`config.mk`:
```
export PLATFORM = sky130hd
export DESIGN_NAME = truth_table_sweeper
export DESIGN_NICKNAME = d
export VERILOG_FILES = /design/src/rtl/truth_table_sweeper.sv
export SDC_FILE = /design/constraint.sdc
export NUM_CORES = 1
export LEC_CHECK = 0
export ABC_AREA = 1
export ABC_CLOCK_PERIOD_IN_PS = 3160
export BUFFER_PORTS_ARGS = -buffer_cell sky130_fd_sc_hd__buf_2
export CAP_MARGIN = 10
export CORE_MARGIN = 8
export CORE_UTILIZATION = 56
export DETAILED_ROUTE_END_ITERATION = 8
export HOLD_SLACK_MARGIN = 0.05
export PLACE_DENSITY_LB_ADDON = 0.2
export SLEW_MARGIN = 20
export SYNTH_ARGS = -nofsm -noshare
export SYNTH_HDL_FRONTEND = slang
export SYNTH_SLANG_ARGS = --single-unit
export TNS_END_PERCENT = 5
```
`constraint.sdc`:
```
create_clock -name clk -period 3.16 [get_ports clk]
set_input_delay 0.474 -clock clk [delete_from_list [all_inputs] [get_ports clk]]
set_output_delay 0.474 -clock clk [all_outputs]
set_load 0.1 [all_outputs]
```
`src/rtl/truth_table_sweeper.sv`:
```
// Sweeps every input row of two minterm-mask functions, one row per handshake,
// and reports equivalence, the mismatch count and the first mismatching row.
module truth_table_sweeper #(
    parameter int N_IN = 3,
    parameter bit GRAY = 1'b0
) (
    input  logic                   clk,
    input  logic                   rst_n,
    input  logic                   start,
    input  logic [(1<<N_IN)-1:0]   mask_a,
    input  logic [(1<<N_IN)-1:0]   mask_b,
    input  logic                   row_ready,
    output logic                   busy,
    output logic                   row_valid,
    output logic [N_IN-1:0]        row_idx,
    output logic                   row_a,
    output logic                   row_b,
    output logic                   row_mismatch,
    output logic                   done,
    output logic                   equivalent,
    output logic [N_IN:0]          mismatch_count,
    output logic [N_IN-1:0]        first_mismatch
);

    localparam int M = 1 << N_IN;

    typedef enum logic [1:0] {
        IDLE  = 2'd0,
        SWEEP = 2'd1,
        DONE  = 2'd2
    } state_t;

    state_t            state_q, state_d;
    logic [N_IN:0]     step_q, step_d;
    logic [M-1:0]      ma_q, ma_d;
    logic [M-1:0]      mb_q, mb_d;
    logic [N_IN:0]     cnt_q, cnt_d;
    logic [N_IN-1:0]   first_q, first_d;
    logic              eq_q, eq_d;

    logic [N_IN-1:0]   bin_idx;
    logic [N_IN-1:0]   cur_idx;
    logic              cur_mm;
    logic              sweeping;
    logic              xfer;
    logic              last;

    assign bin_idx  = step_q[N_IN-1:0];
    assign cur_idx  = GRAY ? (bin_idx ^ (bin_idx >> 1)) : bin_idx;
    assign cur_mm   = ma_q[cur_idx] ^ mb_q[cur_idx];
    assign sweeping = (state_q == SWEEP);
    assign xfer     = sweeping & row_ready;
    assign last     = (step_q == (N_IN+1)'(M - 1));

    always_ff @(posedge clk) begin
        if (!rst_n) begin
            state_q <= IDLE;
            step_q  <= '0;
            ma_q    <= '0;
            mb_q    <= '0;
            cnt_q   <= '0;
            first_q <= '0;
            eq_q    <= 1'b0;
        end else begin
            state_q <= state_d;
            step_q  <= step_d;
            ma_q    <= ma_d;
            mb_q    <= mb_d;
            cnt_q   <= cnt_d;
            first_q <= first_d;
            eq_q    <= eq_d;
        end
    end

    always_comb begin
        state_d = state_q;
        unique case (state_q)
            IDLE:    if (start) state_d = SWEEP;
            SWEEP:   if (xfer && last) state_d = DONE;
            DONE:    state_d = IDLE;
            default: state_d = IDLE;
        endcase
    end

    // Datapath: masks are captured only on an accepted start.
    always_comb begin
        step_d  = step_q;
        ma_d    = ma_q;
        mb_d    = mb_q;
        cnt_d   = cnt_q;
        first_d = first_q;
        eq_d    = eq_q;
        if (state_q == IDLE && start) begin
            ma_d    = mask_a;
            mb_d    = mask_b;
            step_d  = '0;
            cnt_d   = '0;
            first_d = '0;
            eq_d    = 1'b0;
        end else if (xfer) begin
            if (cur_mm) begin
                cnt_d = cnt_q + 1'b1;
                if (cnt_q == '0) first_d = cur_idx;
            end
            if (last) eq_d = (cnt_d == '0);
            else      step_d = step_q + 1'b1;
        end
    end

    always_comb begin
        busy         = (state_q != IDLE);
        done         = (state_q == DONE);
        row_valid    = sweeping;
        row_idx      = sweeping ? cur_idx : '0;
        row_a        = sweeping & ma_q[cur_idx];
        row_b        = sweeping & mb_q[cur_idx];
        row_mismatch = sweeping & cur_mm;
    end

    assign equivalent     = eq_q;
    assign mismatch_count = cnt_q;
    assign first_mismatch = first_q;

endmodule

```
==> results.sh, run 1 <==
export IMPL_fp_dieArea_sq_mm=0.004591
export IMPL_cts_setup_buffers=0
export IMPL_utilization_pct=70.37
export IMPL_antenna_found_initial=0
export IMPL_avgSynthCellArea_sq_um=6.850
export IMPL_cts_tree="done"
export IMPL_netlist_instances=219
export IMPL_num_antenna_cells=0
export IMPL_die_height_microns=67.76
export IMPL_wl_mm=3.367
export IMPL_nFillCells=247
export IMPL_crit_path_start_kind="register"
export IMPL_h_tree_depth=2
export IMPL_drc=0
export IMPL_layout_drive_gt1_share_pct=24.90
export IMPL_cts_resized=0
export IMPL_fin_worst_skew_ns=0.006599
export IMPL_required_ns=2.69
export IMPL_dp_hpwl_mm=2.579
export IMPL_synth_top_family_by_area="simple AND/OR/NAND/NOR gates"
export IMPL_overflow=0
export IMPL_setup_tns_final_ns=0
export IMPL_root_buffer="clkbuf_4"
export IMPL_routed_via_density=5.052
export IMPL_clkSinkCount=30
export IMPL_hold_viol_final=0
export IMPL_ir_drop_mv=0.3770
export IMPL_portBuffers=36
export IMPL_post_synth_num_cell_types=24
export IMPL_postCtsHoldBufs=0
export IMPL_core_area_sq_mm=0.002500
export IMPL_path_class="register to output pin"
export IMPL_die_w_microns=67.76
export IMPL_setup_viol=0
export IMPL_synthXorXnorAreaFrac_pct=1.751
export IMPL_worstSetupEndpointType="output pin"
export IMPL_drt_first_pass_iters=5
export IMPL_antenna_left=0
export IMPL_fmax_mhz=373.1
export IMPL_ys_ff_latch=30
export IMPL_netlist_area_sq_mm=0.001500
export IMPL_hold_depth=3
export IMPL_numCtsBuffers=5
export IMPL_grt_pass1_vias=1323
export IMPL_clk_pin_slew_ns=0.09
export IMPL_synth_compound_area_share_pct=17.85
export IMPL_finalMaxSlewViolations=0
export IMPL_cts_buffer_depth=2
export IMPL_fin_nets=280
export IMPL_yosys_warnings=0
export IMPL_start_util_pct=60.01
export IMPL_relSlewSlack_pct=64.42
export IMPL_rsz0062_at_grt="false"
export IMPL_synthAdderAreaFrac_pct=2.502
export IMPL_hold_path_class="primary input to register"
export IMPL_track_usage_pct=15.91
export IMPL_gp_routability_congestion=0.8541
export IMPL_fin_crit_ns=2.680
export IMPL_status="complete, no violations"
export IMPL_yosysSeqAreaShare_pct=40.03
export IMPL_synth_nets=242
export IMPL_clk_latency_ns=0.33
export IMPL_grt_max_degree=35
export IMPL_rows=18
export IMPL_power_density_mw_per_mm2=460.5
export IMPL_via_count=1450
export IMPL_syn_to_final_growth_pct=17.26
export IMPL_wl_per_cell_microns=11.73
export IMPL_muxShareOfSynthArea_pct=0
export IMPL_placed_area_sq_mm=0.001712
export IMPL_critical_path_arrival_ns=2.21
export IMPL_synth_simple_gate_area_share_pct=26.27
export IMPL_p_leak_nw=0.8770
export IMPL_worstMarginPinSlew_ns=0.5317
export IMPL_grt_pass1_wl_mm=5.664
export IMPL_rr_worst_depth=11
export IMPL_min_period_over_period_pct=84.81
export IMPL_design_area_sq_mm=0.001759
export IMPL_drv_cap=0
export IMPL_pin_count=37
export IMPL_critPathMaxFanout=13
export IMPL_drtIter0Drc=79
-- sequential cells by signal (all words and copies together) (netlist names) --
signal,count
ma_q,8
first_mismatch,3
mismatch_count,4
state_q,2
step_q,4
equivalent,1
mb_q,8
-- Yosys cell counts --
cell type	number	area, sq um
nand2_1	42	157.7
inv_1	37	138.9
dfxtp_1	30	600.6
a21oi_1	23	115.1
o21ai_0	23	115.1
nand3_1	18	90.09
nor2_1	15	56.30
nand2_2	8	50.05
clkbuf_1	4	15.01
ha_1	3	37.54
o211ai_1	2	15.01
xor2_1	2	17.52
a21oi_2	1	8.760
a31oi_1	1	6.260
buf_6	1	11.26
clkbuf_2	1	5.000
inv_2	1	3.750
nand3_2	1	10.01
nand4_1	1	6.260
nand4_2	1	12.51
nor2_2	1	6.260
nor3_1	1	5.000
o21bai_1	1	7.510
xnor2_1	1	8.760
-- where the power goes --
part | switching (W) | total, W | internal [W] | leakage [nW]
clock | 0.000124 | 0.000204 | 0.0000797 | 0.0308
sequential | 0.0000108 | 0.000411 | 0.000400 | 0.246
combinational | 0.000146 | 0.000196 | 0.0000498 | 0.600
-- final timing paths --
check	startpoint	endpoint	slack, ns
worst max-delay path	step_q[0]	row_mismatch	0.48
worst min-delay path	mask_a[1]	ma_q[1]	0.41
worst max register to register	step_q[0]	first_mismatch[0]	1.26
worst min register to register	first_mismatch[2]	first_mismatch[2]	0.45
-- kinds of logic (layout without fill, tap and decap cells) --
logic type | after synthesis | in the layout
AOI/OAI and AO/OA | 51 | 51
and+or+nand+nor | 88 | 88
DFF | 30 | 30
adders and majority gates | 3 | 3
xor gates and xnor gates | 3 | 3
buffers and inverters | 44 | 82
-- stage by stage --
stage | hold WS (ns) | power, W | setup slack (ns) | std cells
2_1_floorplan | 0.4286 | 0.0005736 | 0.2191 | 219
3_3_place_gp | 0.4366 | 0.0006107 | 0.9276 | 280
3_5_place_dp | 0.4409 | 0.0006142 | 0.8765 | 280
4_1_cts | 0.4045 | 0.0008183 | 0.5003 | 287
5_1_grt | 0.4167 | 0.0008595 | 0.3056 | 287
6_report | 0.4137 | 0.0008102 | 0.4801 | 287
-- final cells by class --
class | count | area [sq um] | area share [%]
Multi-Input combinational cell | 145 | 743.2 | 42.25
Sequential cell | 30 | 600.6 | 34.14
Timing Repair Buffer | 37 | 187.7 | 10.67
Inverter | 38 | 142.6 | 8.108
Clock buffer | 5 | 37.54 | 2.134
Tap cell | 30 | 37.54 | 2.134
Clock inverter | 2 | 10.01 | 0.5690
-- critical path: stages, from the launching register on --
cell	delay (ns)
dfxtp_1	0.59
inv_2	0.18
nand2_1	0.11
nand3_1	0.08
nand3_1	0.10
nand2_1	0.12
nand2_2	0.11
nand2_2	0.09
nor2_2	0.08
buf_2	0.42
-- layout by cell type (no fill, tap or decap) --
cell,n
xnor2_1,1
nand4_1,1
nand2_1,42
nand3_1,18
nor3_1,1
xor2_1,2
nor2_1,8
a31oi_1,1
nor2_2,8
a21oi_2,1
nand4_2,1
clkinv_2,2
o21ai_0,23
o211ai_1,2
inv_1,37
ha_1,3
nand2_2,8
nand3_2,1
a21oi_1,23
dfxtp_1,30
inv_2,1
buf_4,1
o21bai_1,1
clkbuf_4,5
buf_2,36
-- per-layer routing --
layer	part of all wire (%)	track usage, %
met4	2.1	8.616
met3	7.6	4.636
met2	43	25.21
met5	0	0
met1	48	18.91
Power figures use the tool's default switching activity.
==> run 2: changes to the inputs <==
- ABC_CLOCK_PERIOD_IN_PS: 3160 -> 2300
- CORE_UTILIZATION: 56 -> 47
- clock period: 3.16 -> 2.3 ns (I/O delays scaled with it)
==> results.sh, run 2 (synthesis results as in run 1) <==
export IMPL_drv_cap=0
export IMPL_critical_path_arrival_ns=1.79
export IMPL_h_tree_depth=2
export IMPL_worstSetupEndpointType="output pin"
export IMPL_syn_to_final_growth_pct=23.69
export IMPL_num_antenna_cells=0
export IMPL_die_w_microns=72.50
export IMPL_fp_dieArea_sq_mm=0.005256
export IMPL_setup_slack_ns=0.1691
export IMPL_die_height_microns=72.50
export IMPL_p_comb_share_pct=24.1
export IMPL_overflow=0
export IMPL_pin_count=37
export IMPL_worstMarginPinSlew_ns=0.5302
export IMPL_rr_worst_depth=10
export IMPL_worstHoldStart="mask_b[2]"
export IMPL_final_cells=304
export IMPL_internal_power_w=0.0007735
export IMPL_r2r_setup_slack_ns=0.63
export IMPL_status="complete, no violations"
export IMPL_dp_hpwl_mm=2.567
export IMPL_fmax_mhz=469.3
export IMPL_grt_pass1_wl_mm=5.747
export IMPL_start_util_pct=49.14
export IMPL_portBuffers=36
export IMPL_required_ns=1.96
export IMPL_place_worst_setup_slack_ns=0.4310
export IMPL_critPathMaxFanout=8
export IMPL_rsz0062_at_grt="false"
export IMPL_hold_viol_final=0
export IMPL_clkSinkCount=30
export IMPL_fin_crit_ns=2.131
export IMPL_timing_rr_start="step_q[0]"
export IMPL_power_switching_w=0.0003976
export IMPL_cts_tree="done"
export IMPL_fin_nets=282
export IMPL_setup_viol=0
export IMPL_power_density_mw_per_mm2=631.1
export IMPL_antenna_left=0
export IMPL_antenna_found_initial=0
export IMPL_wl_per_cell_microns=11.07
export IMPL_hold_path_class="primary input to register"
export IMPL_netSwitchingFraction_pct=33.95
export IMPL_grt_max_degree=34
export IMPL_final_common_cell="nand2_1"
export IMPL_timing_rr_end="first_mismatch[2]"
export IMPL_design_area_sq_mm=0.001856
export IMPL_utilization_pct=60.78
export IMPL_crit_path_start_kind="register"
export IMPL_path_class="register to output pin"
export IMPL_hold_depth=3
export IMPL_p_leak_nw=0.8987
export IMPL_rows=20
export IMPL_seqPwrFrac_pct=48.0
export IMPL_grt_pass1_vias=1330
export IMPL_clk_latency_ns=0.33
export IMPL_fin_worst_skew_ns=0.007945
export IMPL_min_period_over_period_pct=92.65
export IMPL_track_usage_pct=13.79
export IMPL_cts_setup_buffers=0
export IMPL_clkPwrFrac_pct=27.9
export IMPL_drc=0
export IMPL_ir_drop_mv=0.3723
export IMPL_critical_path_startpoint="step_q[1]"
export IMPL_layout_common_cells="nand2_1, inv_1, buf_2"
export IMPL_root_buffer="clkbuf_4"
export IMPL_numCtsBuffers=5
export IMPL_relSlewSlack_pct=64.52
export IMPL_gp_routability_congestion=0.9022
export IMPL_wl_mm=3.365
export IMPL_core_area_sq_mm=0.003053
export IMPL_reg_top3="ma_q x8, mb_q x8"
export IMPL_via_count=1443
export IMPL_drt_first_pass_iters=4
export IMPL_drtIter0Drc=41
export IMPL_routed_via_density=4.747
export IMPL_placed_cells=296
export IMPL_setup_tns_final_ns=0
export IMPL_clk_pin_slew_ns=0.09
export IMPL_placed_area_sq_mm=0.001794
export IMPL_cts_buffer_depth=2
export IMPL_finalMaxSlewViolations=0
export IMPL_layout_drive_gt1_share_pct=25.77
export IMPL_hold_end="mb_q[2]"
run 2: timing repair:
action | 4_1_cts | 5_1_grt
resized for setup | 0 | 1
setup endpoints to repair | 0 | 2
hold buffers | 0 | 0
run 2: worst max-delay path by stage:
stage	slack, ns	endpoint	cells after the start
after global placement	0.47	row_mismatch	8
final	0.17	row_a	6
after global routing	0.04	row_a	6
after floorplan	0.07	row_a	4
after detailed placement	0.43	row_mismatch	8
after CTS	0.05	row_mismatch	8
run 2: layout make-up:
class                      instances  area, sq um
clock inverter                     1        5.005
timing repair buffer              39        217.7
tap                               44        55.05
multi-input combinational        145        778.2
inverter                          38        142.6
fill                             302         1197
clock buffer                       7        55.05
sequential                        30        601.8
run 2: per-stage QoR:
step           hold WS [ns]  total power (W)
4_1_cts              0.2765         0.001184
2_1_floorplan        0.4286        0.0007971
6_report             0.2849         0.001171
3_5_place_dp         0.4415        0.0008584
5_1_grt              0.3041         0.001232
3_3_place_gp         0.4401        0.0008565
run 2: power by group through the flow:
stage / registers (W) / logic [W] / clock network, W
after global routing: 0.000566 / 0.000312 / 0.000353
after floorplan: 0.000602 / 0.000195 / 0
final: 0.000562 / 0.000282 / 0.000327
after CTS: 0.000562 / 0.000285 / 0.000336
after global placement: 0.000574 / 0.000283 / 0
after detailed placement: 0.000575 / 0.000284 / 0
run 2: layer usage:
metal	global-route usage (%)	vias to the layer above	part of all wire [%]
met3	5.647	5	5.5
met5	0	-	0
li1	-	779	-
met4	6.000	0	1.7
met1	16.39	633	48
met2	21.26	26	44
run 2: critical path, cell delays in order, from the launching register on:
cell and delay [ns]:
dfxtp_2 0.38, inv_1 0.20, nand3_1 0.13, nand3_1 0.08, nand2_1 0.14, nor2_4 0.10, buf_2 0.43
